--- config.mk ---
export PLATFORM = sky130hd
export DESIGN_NAME = fixed_decoder_flat
export DESIGN_NICKNAME = d
export VERILOG_FILES = /design/src/rtl/fixed_decoder_if.sv /design/src/rtl/fixed_decoder.sv /design/src/flat_wrapper.sv
export SDC_FILE = /design/constraint.sdc
export NUM_CORES = 1
export LEC_CHECK = 0
export CELL_PAD_IN_SITES_DETAIL_PLACEMENT = 1
export CELL_PAD_IN_SITES_GLOBAL_PLACEMENT = 2
export CORE_ASPECT_RATIO = 1.75
export CORE_MARGIN = 3
export CORE_UTILIZATION = 39
export CTS_CLUSTER_SIZE = 28
export DETAILED_ROUTE_END_ITERATION = 16
export HOLD_SLACK_MARGIN = 0.06
export PLACE_DENSITY = 0.86
export SYNTH_ARGS = -nofsm -noshare
export SYNTH_HDL_FRONTEND = slang
export SYNTH_SLANG_ARGS = --single-unit
--- constraint.sdc ---
create_clock -name iClock -period 7.3 [get_ports iClock]
set_clock_uncertainty 0.15 [all_clocks]
set_input_delay 1.46 -clock iClock [delete_from_list [all_inputs] [get_ports iClock]]
set_output_delay 1.46 -clock iClock [all_outputs]
set_load 0.03 [all_outputs]
--- src/rtl/fixed_decoder_if.sv ---
// ---------------------------------------------------------------------------
// fixed_decoder_if : handshake/data bundle between the residual source and
//                    the fixed-predictor decoder.
// Revision: 1.0
// ---------------------------------------------------------------------------
`default_nettype none

interface fixed_decoder_if;
  logic               iEnable;
  logic               iStart;
  logic [2:0]         iOrder;
  logic [15:0]        iBlockSize;
  logic signed [15:0] iData;
  logic               iValid;
  logic signed [15:0] oSample;
  logic               oValid;
  logic               oDone;
  logic               oBusy;
  logic               oError;
  logic               oOverflow;

  modport master (
    output iEnable, iStart, iOrder, iBlockSize, iData, iValid,
    input  oSample, oValid, oDone, oBusy, oError, oOverflow
  );

  modport slave (
    input  iEnable, iStart, iOrder, iBlockSize, iData, iValid,
    output oSample, oValid, oDone, oBusy, oError, oOverflow
  );
endinterface

`default_nettype wire

--- src/rtl/fixed_decoder.sv ---
// ---------------------------------------------------------------------------
// fixed_decoder : fixed (order 0..4) polynomial predictor reconstruction,
//                 warmup pass-through, one sample per cycle, latency 1.
// Option macro  : FIXED_DECODER_SAT_EN (saturate + sticky overflow flag)
// Revision: 1.0
// ---------------------------------------------------------------------------
`default_nettype none

module fixed_decoder (
  input  wire logic       iClock,
  input  wire logic       iReset_n,
  fixed_decoder_if.slave  bus
);

  localparam logic [1:0] S_IDLE    = 2'd0;
  localparam logic [1:0] S_WARMUP  = 2'd1;
  localparam logic [1:0] S_PREDICT = 2'd2;

  logic [1:0]         r_state;
  logic [15:0]        r_count;
  logic [2:0]         r_warm;
  logic [2:0]         r_order;
  logic signed [15:0] r_x1, r_x2, r_x3, r_x4;
  logic signed [15:0] r_sample;
  logic               r_valid, r_done, r_busy, r_error;

  logic               w_start_bad;
  logic               w_accept;
  logic signed [19:0] w_r, w_x1, w_x2, w_x3, w_x4;
  logic signed [19:0] w_pred;
  logic signed [15:0] w_rule;
  logic signed [15:0] w_sample;

  assign w_start_bad = (bus.iOrder > 3'd4) || (bus.iBlockSize == 16'd0);
  assign w_accept    = bus.iValid && (r_state != S_IDLE);

  assign w_r  = {{4{bus.iData[15]}}, bus.iData};
  assign w_x1 = {{4{r_x1[15]}}, r_x1};
  assign w_x2 = {{4{r_x2[15]}}, r_x2};
  assign w_x3 = {{4{r_x3[15]}}, r_x3};
  assign w_x4 = {{4{r_x4[15]}}, r_x4};

  // 20 bits covers the worst order-4 magnitude (16 * 32768 - small slack)
  always_comb begin
    w_pred = w_r;
    case (r_order)
      3'd1:    w_pred = w_r + w_x1;
      3'd2:    w_pred = w_r + (w_x1 <<< 1) - w_x2;
      3'd3:    w_pred = w_r + (w_x1 <<< 1) + w_x1 - (w_x2 <<< 1) - w_x2 + w_x3;
      3'd4:    w_pred = w_r + (w_x1 <<< 2) - (w_x2 <<< 2) - (w_x2 <<< 1)
                        + (w_x3 <<< 2) - w_x4;
      default: w_pred = w_r;
    endcase
  end

`ifdef FIXED_DECODER_SAT_EN
  logic w_ovf;
  logic r_overflow;

  assign w_ovf  = !((&w_pred[19:15]) || !(|w_pred[19:15]));
  assign w_rule = w_ovf ? (w_pred[19] ? 16'sh8000 : 16'sh7FFF) : w_pred[15:0];

  always_ff @(posedge iClock or negedge iReset_n) begin
    if (!iReset_n) begin
      r_overflow <= 1'b0;
    end else if (bus.iEnable) begin
      if (bus.iStart) begin
        if (!w_start_bad) r_overflow <= 1'b0;
      end else if (w_accept && (r_state == S_PREDICT) && w_ovf) begin
        r_overflow <= 1'b1;
      end
    end
  end

  assign bus.oOverflow = r_overflow;
`else
  logic w_unused_hi;

  // Wrap mode: the upper bits of the wide sum are intentionally discarded
  assign w_unused_hi   = ^w_pred[19:16];
  assign w_rule        = w_pred[15:0];
  assign bus.oOverflow = 1'b0;
`endif

  assign w_sample = (r_state == S_WARMUP) ? bus.iData : w_rule;

  always_ff @(posedge iClock or negedge iReset_n) begin
    if (!iReset_n) begin
      r_state  <= S_IDLE;
      r_count  <= 16'd0;
      r_warm   <= 3'd0;
      r_order  <= 3'd0;
      r_x1     <= 16'sd0;
      r_x2     <= 16'sd0;
      r_x3     <= 16'sd0;
      r_x4     <= 16'sd0;
      r_sample <= 16'sd0;
      r_valid  <= 1'b0;
      r_done   <= 1'b0;
      r_busy   <= 1'b0;
      r_error  <= 1'b0;
    end else if (bus.iEnable) begin
      r_valid <= 1'b0;
      r_done  <= 1'b0;
      r_error <= 1'b0;
      if (bus.iStart) begin
        if (w_start_bad) begin
          r_error <= 1'b1;
          r_state <= S_IDLE;
          r_busy  <= 1'b0;
          r_count <= 16'd0;
          r_warm  <= 3'd0;
        end else begin
          r_order <= bus.iOrder;
          r_count <= bus.iBlockSize;
          r_warm  <= 3'd0;
          r_x1    <= 16'sd0;
          r_x2    <= 16'sd0;
          r_x3    <= 16'sd0;
          r_x4    <= 16'sd0;
          r_busy  <= 1'b1;
          r_state <= (bus.iOrder != 3'd0) ? S_WARMUP : S_PREDICT;
        end
      end else if (w_accept) begin
        r_sample <= w_sample;
        r_valid  <= 1'b1;
        r_x1     <= w_sample;
        r_x2     <= r_x1;
        r_x3     <= r_x2;
        r_x4     <= r_x3;
        r_count  <= r_count - 16'd1;
        if (r_count == 16'd1) begin
          r_done  <= 1'b1;
          r_busy  <= 1'b0;
          r_warm  <= 3'd0;
          r_state <= S_IDLE;
        end else if (r_state == S_WARMUP) begin
          r_warm <= r_warm + 3'd1;
          if (r_warm + 3'd1 == r_order) r_state <= S_PREDICT;
        end
      end
    end else begin
      // Pulses stay one cycle wide even while the pipeline is frozen
      r_valid <= 1'b0;
      r_done  <= 1'b0;
      r_error <= 1'b0;
    end
  end

  assign bus.oSample = r_sample;
  assign bus.oValid  = r_valid;
  assign bus.oDone   = r_done;
  assign bus.oBusy   = r_busy;
  assign bus.oError  = r_error;

endmodule

`default_nettype wire

--- src/flat_wrapper.sv ---
// flat-port wrapper written by rule: the top's interface ports become plain ports
module fixed_decoder_flat 
  (iClock, iReset_n, bus_iEnable, bus_iStart, bus_iOrder, bus_iBlockSize, bus_iData, bus_iValid, bus_oSample, bus_oValid, bus_oDone, bus_oBusy, bus_oError, bus_oOverflow);
  fixed_decoder_if bus_i ();
  input  wire logic iClock;
  input  wire logic iReset_n;
  input wire logic [$bits(bus_i.iEnable)-1:0] bus_iEnable;
  input wire logic [$bits(bus_i.iStart)-1:0] bus_iStart;
  input wire logic [$bits(bus_i.iOrder)-1:0] bus_iOrder;
  input wire logic [$bits(bus_i.iBlockSize)-1:0] bus_iBlockSize;
  input wire logic [$bits(bus_i.iData)-1:0] bus_iData;
  input wire logic [$bits(bus_i.iValid)-1:0] bus_iValid;
  output wire logic [$bits(bus_i.oSample)-1:0] bus_oSample;
  output wire logic [$bits(bus_i.oValid)-1:0] bus_oValid;
  output wire logic [$bits(bus_i.oDone)-1:0] bus_oDone;
  output wire logic [$bits(bus_i.oBusy)-1:0] bus_oBusy;
  output wire logic [$bits(bus_i.oError)-1:0] bus_oError;
  output wire logic [$bits(bus_i.oOverflow)-1:0] bus_oOverflow;
  assign bus_i.iEnable = bus_iEnable;
  assign bus_i.iStart = bus_iStart;
  assign bus_i.iOrder = bus_iOrder;
  assign bus_i.iBlockSize = bus_iBlockSize;
  assign bus_i.iData = bus_iData;
  assign bus_i.iValid = bus_iValid;
  assign bus_oSample = bus_i.oSample;
  assign bus_oValid = bus_i.oValid;
  assign bus_oDone = bus_i.oDone;
  assign bus_oBusy = bus_i.oBusy;
  assign bus_oError = bus_i.oError;
  assign bus_oOverflow = bus_i.oOverflow;
  fixed_decoder u_core (.iClock(iClock), .iReset_n(iReset_n), .bus(bus_i));
endmodule
==> results.cfg <==
[outcome]
status = finished, final reports clean

[cts]
tritoncts_num_sinks = 108
clk_root_buffer_cell = clkbuf_16
post_cts_hold_buffer_count = 0
post_cts.repair.setup_buffers = 0
cts_buffers = 9
worst_skew_pair_latency_ns = 0.39
tritoncts_clock_tree = done
cts.path.max_buffers = 2
worst_setup_hold_path_clk_slew_ns = 0.09
htreeDepth = 3

[finish]
diodes_inserted = 0
final_core_util = 0.460
layoutNonFillerInstCount = 1632
area_added_between_synthesis_and_finish_pct = 14.8
final_layout_size_suffix_gt1_frac = 0.0773
final.fill_count = 3170
final_net_count = 1483

[logic_synthesis]
netlist.top_cell.by_area = dfrtp_1
ys_async_rst_share = 1.00
synthTopCellsByCount = inv_1 (145), dfrtp_1 (108), nand2_1 (107)
postSynthCellCount = 1180
synth_edf_count = 0
number_of_different_library_cells_in_the_post_synthesis_netlist = 87
synth_area_um2 = 10800
synth-seq-area-share = 0.251
postSynthNetCount = 1400
synth_top_cell_area_share = 0.251
synthTopCellsByArea = dfrtp_1 (25%), fa_1 (18%), ha_1 (9.4%)
yosysWarningCount = 0
flip_flop_and_latch_count_after_synthesis = 108
yosysMostFrequentCell = inv_1
synth.avg_cell_area_um2 = 9.14
ys.flop_type = dfrtp_1

[sta]
final_max_slew_viol_count = 0
grt_setup_unrepaired = no
final-hold-violation-count = 0
timing.max_slew.rel_slack = 0.348
postLayoutSetupSlackWorst_ns = 0.369
number_of_failing_setup_endpoints_in_the_final_timing_report = 0
finalWorstPathRequiredPeriod_ns = 6.93
worst_pin_slew_ns = 0.978
fin_crit_sh = 0.949
achievable-frequency_mhz = 144

[worst_setup_path]
regToRegEndpoint = u_core.bus.oSample[11]
worst_setup_path_startpoint = bus_iData[2]
timing.critical_path.depth = 24
worstSetupStartpointType = input pin
critical-path-top-delay-family = compound AO/OA/AOI/OAI gates
worst-path-max-fanout = 3
worstSetupEndpointType = register
critical_path.max_stage_delay_ns = 0.55
critical_path_required_ns = 7.42
worst_setup_path_endpoint = u_core.bus.oSample[11]
worstPathCellList = clkdlybuf4s50_1 -> ha_1 -> a21o_1 -> a21oi_2 -> nor2b_1 -> o21a_1 -> or3_1 -> a31oi_1 -> xnor2_1 -> fa_1 -> fa_1 -> inv_1 -> fa_1 -> inv_1 -> ha_1 -> o21ai_0 -> o21bai_1 -> a31oi_1 -> o21ai_0 -> xnor2_1 -> o22ai_1 -> a211oi_2 -> buf_4 -> o21ai_0
crit_type = in -> reg
crit_buf_inv = 4
setup.reg_to_reg.worst_slack_ns = 1.31
reg2regPathDepth = 23
worstReg2RegStart = u_core.r_x1[1]
worstPathArrival_ns = 7.05
crit_path_top_delay_cell = clkdlybuf4s50_1

[floorplan]
initial_core_util = 0.401
die_width_um = 132
die_h_um = 226
pin_count = 61
die_ar_um2 = 29800
core_footprint_um2 = 26900
row_count = 79

[grt]
grt_overflow = 0
grt_pass1_wl_mm = 57.2
grt_pass1_vias = 10300
antenna_violations_before_repair = 0
globalRouteTotalUtil = 0.251
maximum_number_of_pins_on_one_net_before_global_route_repair = 70

[placed_design]
placement.setup.worst_slack_ns = -0.174
gp_routability_congestion = 0.922
hpwlAfterDp_mm = 29.3
portBuffers = 59
placed_cells = 1616

[routing]
detail_route.wirelength_mm = 35.8
dr.first_iter.drc_count = 353
detailroute.via_count = 9181
via_per_inst = 5.63
wire_per_inst_um = 22.0
antenna_nets_post_route = 0
drt_drc_violations_left = 0
detail_route.first_pass.iterations = 5

[power_and_ir_drop]
p_leak_nw = 5.73
max-vdd-ir-drop_v = 0.000283
power.density_cell_area_nw_per_um2 = 530

[job]
timing.max_cap.violations = 0

[worst_hold_path]
hp-class = reg -> reg
[flip-flops by register name, indices dropped and copies added, names as in the netlist]
register and flops:
u_core.bus.oBusy 1, u_core.bus.oDone 1, u_core.r_x4 16, u_core.r_x2 16
u_core.bus.oError 1, u_core.r_warm 3, u_core.r_state 2, u_core.r_count 16
u_core.bus.oSample 16, u_core.r_order 3, u_core.r_x3 16, u_core.r_x1 16
u_core.bus.oValid 1
[layout make-up]
cell class                      instances  area (um^2)  share of cell area
Sequential cell                       108         2700               0.218
Multi-Input combinational cell        892         7420               0.599
Clock inverter                          7         93.8             0.00758
Inverter                              147          552              0.0446
Clock buffer                            9          225              0.0182
Tap cell                              364          455              0.0368
Timing Repair Buffer                  105          933              0.0754
[tightest hold or removal path: cells and delay by family (launching register included)]
family	cells	cell delay (ns)
flip-flops	1	0.36
AND/OR/NAND/NOR	2	0.10
[per-layer routing]
metal,vias up,wire length [um],share of wire,global-route usage
li1,4265,-,-,-
met4,0,2230,0.062,0.152
met2,167,21300,0.59,0.518
met1,4661,11600,0.32,0.230
met3,88,719,0.020,0.0288
met5,-,0,0,0
[power breakdown]
part	switching, mW	internal [mW]	leakage (nW)
registers	0.176	0.712	1.43
logic	2.92	2.21	4.14
clock network	0.269	0.275	0.152
[worst min-delay path by stage]
stage / startpoint / end / slack (ns) / cells past startpoint
after floorplan: u_core.r_x4[0] / u_core.r_x4[0] / 0.32 / 1
after global placement: u_core.bus.oSample[1] / u_core.bus.oSample[1] / 0.31 / 2
after detailed placement: u_core.bus.oSample[8] / u_core.bus.oSample[8] / 0.32 / 2
after CTS: u_core.bus.oSample[8] / u_core.bus.oSample[8] / 0.34 / 2
after global routing: u_core.bus.oSample[9] / u_core.bus.oSample[9] / 0.37 / 2
final: u_core.bus.oSample[8] / u_core.bus.oSample[8] / 0.34 / 2
[through the flow]
step | setup TNS (ns) | hold slack (ns) | instance area, um^2 | power (mW)
after floorplan | 0 | 0.316 | 10800 | 4.27
after global placement | -0.453 | 0.310 | 12000 | 5.91
after detailed placement | -1.10 | 0.321 | 12000 | 6.01
after CTS | 0 | 0.342 | 12400 | 6.60
after global routing | 0 | 0.370 | 12400 | 7.21
final | 0 | 0.337 | 12400 | 6.56
[cell families (layout without fill, tap and decap cells)]
family	Yosys count	in the layout	share of synthesized area
adders and majority gates	180	180	0.278
AOI/OAI and AO/OA	330	330	0.204
muxes	9	9	0.00905
xor gates and xnor gates	71	71	0.0589
and+or+nand+nor	301	301	0.135
buffers and inverters	180	268	0.0647
DFF	108	108	0.251
other	1	1	0.000348
[layout by cell type (no fill, tap or decap), types with 6 or more instances in the layout]
master,n
inv_1,145
dfrtp_1,108
nand2_1,106
fa_1,98
ha_1,81
o21ai_0,76
a21oi_1,64
nor2_1,62
clkdlybuf4s50_1,58
xnor2_1,50
buf_4,47
a21o_1,28
nand3_1,28
nor3_1,24
a22o_1,21
xor2_1,20
a211oi_1,19
o21bai_1,13
o211ai_1,13
a31oi_1,12
nand2b_1,12
clkbuf_16,9
o21a_1,8
and2_1,8
nor4_1,8
nand4_1,8
o221ai_1,8
or3_1,7
a22oi_1,7
nor2b_1,6
o31ai_1,6
o22ai_1,6
[repair_timing]
item	4_1_cts	5_1_grt
gates resized for setup	0	8
hold endpoints to repair	0	0
setup endpoints to repair	0	8
(Power assumes the default switching activity.)
